--- config.mk ---
export PLATFORM = sky130hd
export DESIGN_NAME = alu_mul_sequencer
export DESIGN_NICKNAME = d
export VERILOG_FILES = /design/src/rtl/alu_mul_sequencer.sv
export SDC_FILE = /design/constraint.sdc
export NUM_CORES = 1
export LEC_CHECK = 0
export CAP_MARGIN = 25
export CORE_MARGIN = 5
export CORE_UTILIZATION = 38
export DETAILED_ROUTE_END_ITERATION = 16
export MAX_ROUTING_LAYER = met4
export PLACE_DENSITY = 0.81
export SYNTH_ARGS = -nofsm -noshare
export SYNTH_HDL_FRONTEND = slang
export SYNTH_SLANG_ARGS = --single-unit
--- constraint.sdc ---
create_clock -name clk -period 2.2 [get_ports clk]
set_input_delay 0.66 -clock clk [delete_from_list [all_inputs] [get_ports clk]]
set_output_delay 0.66 -clock clk [all_outputs]
set_load 0.01 [all_outputs]
--- src/rtl/alu_mul_sequencer.sv ---
// Shift-add 32x32 unsigned multiply sequencer sharing the EX-stage ALU.
// Idle/done pass EX operands to the ALU; ITER borrows it for 32 add steps.
module alu_mul_sequencer #(
  parameter int WIDTH = 32
) (
  input  logic             clk,
  input  logic             reset,
  input  logic [WIDTH-1:0] ex_A,
  input  logic [WIDTH-1:0] ex_B,
  input  logic [4:0]       ex_Op,
  input  logic             mul_start,
  input  logic             mul_kill,
  input  logic [WIDTH-1:0] mul_A,
  input  logic [WIDTH-1:0] mul_B,
  output logic [WIDTH-1:0] alu_A,
  output logic [WIDTH-1:0] alu_B,
  output logic [4:0]       alu_Op,
  input  logic [WIDTH-1:0] alu_Result,
  input  logic             alu_Carryout,
  output logic             stall,
  output logic             busy,
  output logic             done,
  output logic [WIDTH-1:0] prod_hi,
  output logic [WIDTH-1:0] prod_lo
);

  localparam int CW = $clog2(WIDTH) + 1;
  localparam logic [4:0] OP_ADD = 5'b00010;

  typedef enum logic [1:0] {IDLE, ITER, DONE} state_t;

  state_t           state, state_next;
  logic [WIDTH-1:0] mcand, hi, lo;
  logic [CW-1:0]    cnt;
  logic             accept;

  always_comb begin
    state_next = state;
    alu_A      = ex_A;
    alu_B      = ex_B;
    alu_Op     = ex_Op;
    stall      = 1'b0;
    done       = 1'b0;
    accept     = 1'b0;
    unique case (state)
      IDLE: begin
        if (mul_start && !mul_kill) begin
          accept     = 1'b1;
          stall      = 1'b1;
          state_next = ITER;
        end
      end
      ITER: begin
        alu_A  = hi;
        alu_B  = lo[0] ? mcand : '0;
        alu_Op = OP_ADD;
        stall  = 1'b1;
        if (mul_kill)
          state_next = IDLE;
        else if (cnt == CW'(WIDTH - 1))
          state_next = DONE;
      end
      DONE: begin
        done       = !mul_kill;
        state_next = IDLE;
      end
      default: state_next = IDLE;
    endcase
  end

  assign busy    = (state != IDLE);
  assign prod_hi = hi;
  assign prod_lo = lo;

  always_ff @(posedge clk) begin
    if (reset) begin
      state <= IDLE;
      mcand <= '0;
      hi    <= '0;
      lo    <= '0;
      cnt   <= '0;
    end else begin
      state <= state_next;
      if (accept) begin
        mcand <= mul_A;
        lo    <= mul_B;
        hi    <= '0;
        cnt   <= '0;
      end else if (state == ITER) begin
        if (mul_kill) begin
          cnt <= '0;
        end else begin
          // {carry,hi,lo} shifts right one place per step
          hi  <= {alu_Carryout, alu_Result[WIDTH-1:1]};
          lo  <= {alu_Result[0], lo[WIDTH-1:1]};
          cnt <= cnt + 1'b1;
        end
      end
    end
  end

endmodule

==> flow_metrics.env, run 1 <==
export IMPL_yosys_top_cells_area="dfxtp_1, nand2_1, a311oi_2"
export IMPL_postCtsHoldBufs=0
export IMPL_worstMarginPinSlew_ps=576.0
export IMPL_start_util_pct=38.33
export IMPL_grt_use_total_pct=23.87
export IMPL_hp_class="flip-flop to flip-flop"
export IMPL_post_drt_wl_per_cell_um=16.20
export IMPL_relSlewSlack_pct=61.60
export IMPL_grt_max_degree=48
export IMPL_p_seq_share_pct=41.6
export IMPL_max_cap_violations=0
export IMPL_fin_setup_tns_ps=-409.5
export IMPL_p_per_area_nw_per_um2=547.9
export IMPL_violations="negative setup slack"
export IMPL_die_x_um=125.1
export IMPL_vias_per_cell=4.900
export IMPL_cts_buffers=9
export IMPL_clock_skew_ps=8.433
export IMPL_synth_top_area_cell="dfxtp_1"
export IMPL_ios=306
export IMPL_r2r_slack_ps=410
export IMPL_rsz0062_at_grt="yes"
export IMPL_clock_sinks=104
export IMPL_outcome="finished with violations"
export IMPL_cts_max_level=3
export IMPL_synth_cell_type_count=29
export IMPL_antenna_found_initial=0
export IMPL_fillers=1135
export IMPL_fmax_mhz=432.3
export IMPL_hold_viol=0
export IMPL_vias=5948
export IMPL_r2r_end="prod_hi[12]"
export IMPL_yosysMostFrequentCell="nand2_1"
export IMPL_min_period_ps=2313
export IMPL_core_area_um2=13140
export IMPL_slew_violations=0
export IMPL_crit_path_start="state[0]"
export IMPL_start_kind="flip-flop"
export IMPL_synth_edf_count=0
export IMPL_routed_wl_um=19660
export IMPL_yosys_warnings=0
export IMPL_synthCells=723
export IMPL_grt_pass1_wl_um=30240
export IMPL_grt_pass1_vias=5932
export IMPL_async_flop_share_pct=0
export IMPL_insertedDiodeCount=0
export IMPL_fin_cells=1214
export IMPL_rows=42
export IMPL_internal_power_w=0.003590
export IMPL_synthTopCellsByCount="nand2_1, dfxtp_1, a21oi_1"
export IMPL_power_leakage_nw=3.586
export IMPL_dr_pass1_iters=4
export IMPL_switchingPower_w=0.001288
export IMPL_clockPowerShare_pct=34.1
export IMPL_syn_area_um2=5036
export IMPL_path_max_fanout=5
export IMPL_drtAntennaViolNets=0
export IMPL_synth_ff_type="dfxtp_1"
export IMPL_required_ps=1540
export IMPL_cp_slowest_cell="dfxtp_4"
export IMPL_portBuffers=305
export IMPL_dieHeight_um=125.1
export IMPL_ir_worst_vdd_v=0.0003192
export IMPL_fin_crit_sh_pct=105.1
export IMPL_crit_cells=9
export IMPL_post_synth_top_area_fraction_pct=41.34
export IMPL_critPathBufInv=6
export IMPL_timing_final_ws_setup_ps=-113.0
export IMPL_p_comb_share_pct=24.3
export IMPL_path_cells="nor2b_4 -> buf_6 -> buf_6 -> buf_12 -> buf_12 -> buf_4 -> nand3_2 -> nand2_1 -> buf_2"
export IMPL_yosysSeqAreaShare_pct=41.34
export IMPL_path_delay_family="buffers and inverters"
export IMPL_drive_above_1_share_pct=18.69
export IMPL_clk_pin_slew_ps=80
export IMPL_tritoncts="yes"
export IMPL_cts_root_buffer="clkbuf_16"
export IMPL_synth_seq_cells=104
export IMPL_swShare_pct=26.41
export IMPL_fin_nets=1204
export IMPL_arrival_ps=1650
export IMPL_endpoint_kind="primary output"
export IMPL_crit_end="alu_B[19]"
export IMPL_slowest_delay_ps=350
export IMPL_path_class="flip-flop to primary output"
export IMPL_drcViolationCount=0
export IMPL_place_congestion=0.9395
export IMPL_drt_iter0_drc=368
export IMPL_fp_dieArea_um2=15660
export IMPL_cts_buffer_depth=2
export IMPL_clk_latency_ps=340
export IMPL_syn2layout_area_growth_pct=76.80
export IMPL_synthesis_nets=894
export IMPL_avgSynthCellArea_um2=6.966
export IMPL_finalSetupViolations=13
export IMPL_grt_overflow_total=0
export IMPL_dp_cells=1169
export IMPL_dp_hpwl_um=12930
export IMPL_rr_startpoint="state[0]"
export IMPL_worst_r2r_cell_count=6
power by group through the flow:
stage | clock network (W) | registers, W | logic (W)
floorplan | 0 | 0.00208 | 0.000414
global placement | 0 | 0.00206 | 0.00114
detailed placement | 0 | 0.00207 | 0.00115
CTS | 0.00169 | 0.00203 | 0.00117
global route | 0.00178 | 0.00204 | 0.00128
finish | 0.00167 | 0.00203 | 0.00119
layout make-up:
cell class              count  area, um2  share of cell area, %
clock inverters             5      62.56                 0.7026
multi-input cells         556       2754                  30.93
clock buffers              11      252.7                  2.839
flip-flops and latches    104       2088                  23.45
inverters                   2      7.507                0.08432
repair buffers            360       3518                  39.52
well taps                 176      220.2                  2.473
worst min path at each step:
stage / endpoint / cells after the start / from / slack, ps
after floorplan: mcand[0] / 2 / mcand[0] / 440
after global placement: mcand[12] / 2 / mcand[12] / 440
after detailed placement: mcand[12] / 2 / mcand[12] / 450
after CTS: mcand[25] / 2 / mcand[25] / 460
after global routing: mcand[4] / 2 / mcand[4] / 470
final: mcand[13] / 2 / mcand[13] / 460
per-layer routing:
metal,up-vias,track usage [%],wire (um)
met5,-,-,0
met4,0,7.334,385
met3,26,4.989,1348
met2,216,39.67,9737
met1,2734,29.23,8191
li1,2972,-,-
sequential cells by signal (all words and copies together), names as in the netlist:
name / cells
mcand: 32
prod_hi: 32
prod_lo: 32
cnt: 6
state: 2
what timing repair did:
| action | CTS | global route |
|---|---|---|
| hold endpoints to repair | 0 | 0 |
| endpoints found under the setup margin | 72 | 67 |
| buffers inserted | 15 | 8 |
| pin swaps | 13 | 13 |
| gates resized for setup | 263 | 39 |
| gates cloned | 7 | 5 |
cells in the final DEF (no fill, tap or decap), types with 9 or more instances in the layout:
cell	netlist	final
buf_6	5	11
nand2_1	353	347
clkdlybuf4s50_1	0	231
buf_12	0	15
a21oi_1	71	71
buf_2	12	49
clkbuf_16	0	14
nand3_1	36	27
dfxtp_1	104	101
a311oi_2	29	29
nand3_2	0	9
clkbuf_2	0	11
nor2_1	35	35
buf_4	1	25
tightest hold or removal path: stages, from the launching register on:
cell and delay, ps:
dfxtp_1 310, nand2_1 50, a21oi_1 50
cells by family (layout without fill, tap and decap cells):
group | Yosys count | count (layout) | share of synthesized area, %
multiplexers | 1 | 1 | 0.1988
AND/OR/NAND/NOR | 444 | 444 | 35.38
buffers and inverters | 63 | 378 | 5.814
flip-flops | 104 | 104 | 41.34
AO/OA/AOI/OAI | 110 | 110 | 17.02
adder cells (fa/ha/maj) | 1 | 1 | 0.2484
per-stage QoR:
step                setup WS [ps]  utilization [%]  total power, W  instance area (um2)  hold WS [ps]
detailed placement         -395.5            63.88        0.003218                 8392         446.5
floorplan                   115.2                -        0.002493                 5036         436.6
global placement           -387.4            63.88        0.003207                 8392         442.0
CTS                        -171.2            67.47        0.004888                 8864         455.9
finish                     -113.0            67.77        0.004879                 8904         456.8
global route               -176.4            67.77        0.005094                 8904         474.2
(Power assumes the default switching activity.)
==> run 2, diff against run 1 <==
CTS_CLUSTER_DIAMETER = 150   (was default)
==> results of run 2 <==
Final layout, timing and power as in run 1 (identical DEF).
==> run 3, diff against run 2 <==
PLACE_DENSITY = 0.82   (was 0.81)
==> run 3 against run 2 <==
Combinational power is essentially flat. Global-route usage grew 0.071 points. Routed wire length shrank 0.82%. Final cell count shrank 0.58%. Non-clock buffer count shrank 8. The flow still finishes with violations (negative setup slack). Flip-flop and latch count is the same. Clock power is essentially flat. Register-to-register slack gained 60 ps. Sequential power is essentially flat. Highest routed layer unchanged. First-iteration DRC count grew 15%. Utilization grew 0.59 points. Via count grew 0.18%.
==> flow_metrics.env, run 3 (synthesized netlist as in run 1, its figures left out) <==
export IMPL_slew_violations=0
export IMPL_timing_final_ws_setup_ps=-92.18
export IMPL_finalPower_w=0.004873
export IMPL_p_per_area_nw_per_um2=542.6
export IMPL_core_area_um2=13140
export IMPL_drt_iter0_drc=423
export IMPL_fillers=1122
export IMPL_start_kind="flip-flop"
export IMPL_grt_use_total_pct=23.94
export IMPL_path_max_fanout=5
export IMPL_dieHeight_um=125.1
export IMPL_rsz0062_at_grt="yes"
export IMPL_drive_above_1_share_pct=20.00
export IMPL_fp_dieArea_um2=15660
export IMPL_fmax_mhz=436.3
export IMPL_hold_viol=0
export IMPL_cts_buffer_depth=2
export IMPL_mostFrequentLayoutCells="nand2_1, clkdlybuf4s50_1, dfxtp_1, a21oi_1, buf_2"
export IMPL_place_congestion=0.8921
export IMPL_clock_sinks=104
export IMPL_min_period_ps=2292
export IMPL_power_leakage_nw=3.633
export IMPL_tritoncts="yes"
export IMPL_drtAntennaViolNets=0
export IMPL_post_drt_wl_per_cell_um=16.16
export IMPL_path_class="flip-flop to primary output"
export IMPL_syn2layout_area_growth_pct=78.34
export IMPL_fin_crit_sh_pct=104.2
export IMPL_portBuffers=305
export IMPL_fin_util_pct=68.36
export IMPL_clock_skew_ps=6.261
export IMPL_endpoint_kind="primary output"
export IMPL_dr_pass1_iters=4
export IMPL_routed_wl_um=19500
export IMPL_grt_overflow_total=0
export IMPL_grt_pass1_vias=5851
export IMPL_violations="negative setup slack"
export IMPL_antenna_found_initial=1
export IMPL_grt_max_degree=64
export IMPL_cts_root_buffer="clkbuf_16"
export IMPL_ir_worst_vdd_v=0.0004369
export IMPL_outcome="finished with violations"
export IMPL_arrival_ps=1630
export IMPL_grt_pass1_wl_um=29970
export IMPL_pre_cts_ws_ps=-369.0
export IMPL_cts_max_level=3
export IMPL_worstMarginPinSlew_ps=446.7
export IMPL_clk_latency_ps=330
export IMPL_clk_pin_slew_ps=70
export IMPL_vias=5959
export IMPL_finalSetupViolations=24
export IMPL_vias_per_cell=4.937
export IMPL_drcViolationCount=0
export IMPL_relSlewSlack_pct=70.22
export IMPL_hp_class="flip-flop to flip-flop"
export IMPL_required_ps=1540
export IMPL_fin_nets=1196
export IMPL_ios=306
export IMPL_fin_setup_tns_ps=-748.1
export IMPL_cts_buffers=9
export IMPL_max_cap_violations=0
export IMPL_dp_hpwl_um=12910
export IMPL_rows=42
export IMPL_layout_commonest_cell="nand2_1"
export IMPL_start_util_pct=38.33
export IMPL_die_x_um=125.1
## run 3: cell types whose count changed in the layout (fill, tap and decap cells not counted), moves of 3 or more
cell	delta
buf_16	+4
nand2_2	+15
dlygate4sd2_1	+3
clkbuf_2	-8
nand2_4	+4
clkbuf_16	-4
nand2_1	-19
clkinv_2	+3
buf_4	-11
buf_6	+10
## run 3: power breakdown
group,internal [W],switching [W]
combinational,0.000677,0.000519
sequential,0.00196,0.0000624
clock,0.000944,0.000706
total,0.00359,0.00129
## run 3: cell type report
type	instances	area, um2	share of cell area [%]
clock inverter	5	53.80	0.5991
sequential	104	2087	23.24
inverter	2	7.507	0.08359
tap	176	220.2	2.452
multi-input combinational	556	2839	31.61
clock buffer	11	252.7	2.814
antenna	1	2.502	0.02786
timing repair buffer	352	3518	39.18
## run 3: layer usage
layer | share of wire [%] | track usage, % | routed length (um)
met1 | 42 | 29.43 | 8102
met3 | 6.0 | 4.136 | 1161
met2 | 51 | 40.94 | 9937
met5 | 0 | - | 0
met4 | 1.5 | 6.059 | 300
## run 3: timing repair
action,CTS,global route
setup buffers,16,4
resized for setup,310,40
pin swaps,19,35
gates cloned,9,1
endpoints found under the hold margin,0,0
endpoints found under the setup margin,72,64
hold buffers,0,0
## run 3: worst max-delay path: stages (launching register included)
cell and delay [ps]:
dfxtp_2 340, buf_6 110, nor2b_4 110, buf_6 120
buf_8 120, buf_12 130, buf_6 90, nand3_2 70
nand2_2 90, buf_6 100
## run 3: per-stage QoR
step / cells / instance area (um2) / hold WS (ps)
floorplan: 723 / 5036 / 436.6
global placement: 1165 / 8349 / 443.0
detailed placement: 1165 / 8349 / 446.5
CTS: 1206 / 8910 / 456.6
global route: 1207 / 8981 / 472.8
finish: 1207 / 8981 / 454.2
## run 3: final timing paths
path                                from           to  cells past startpoint  slack (ps)
worst max register to register  state[0]  prod_lo[19]                      5         470
worst min-delay path            mcand[7]     mcand[7]                      2         450
worst max-delay path            state[1]    alu_B[31]                      9         -90
worst min register to register  mcand[7]     mcand[7]                      2         450
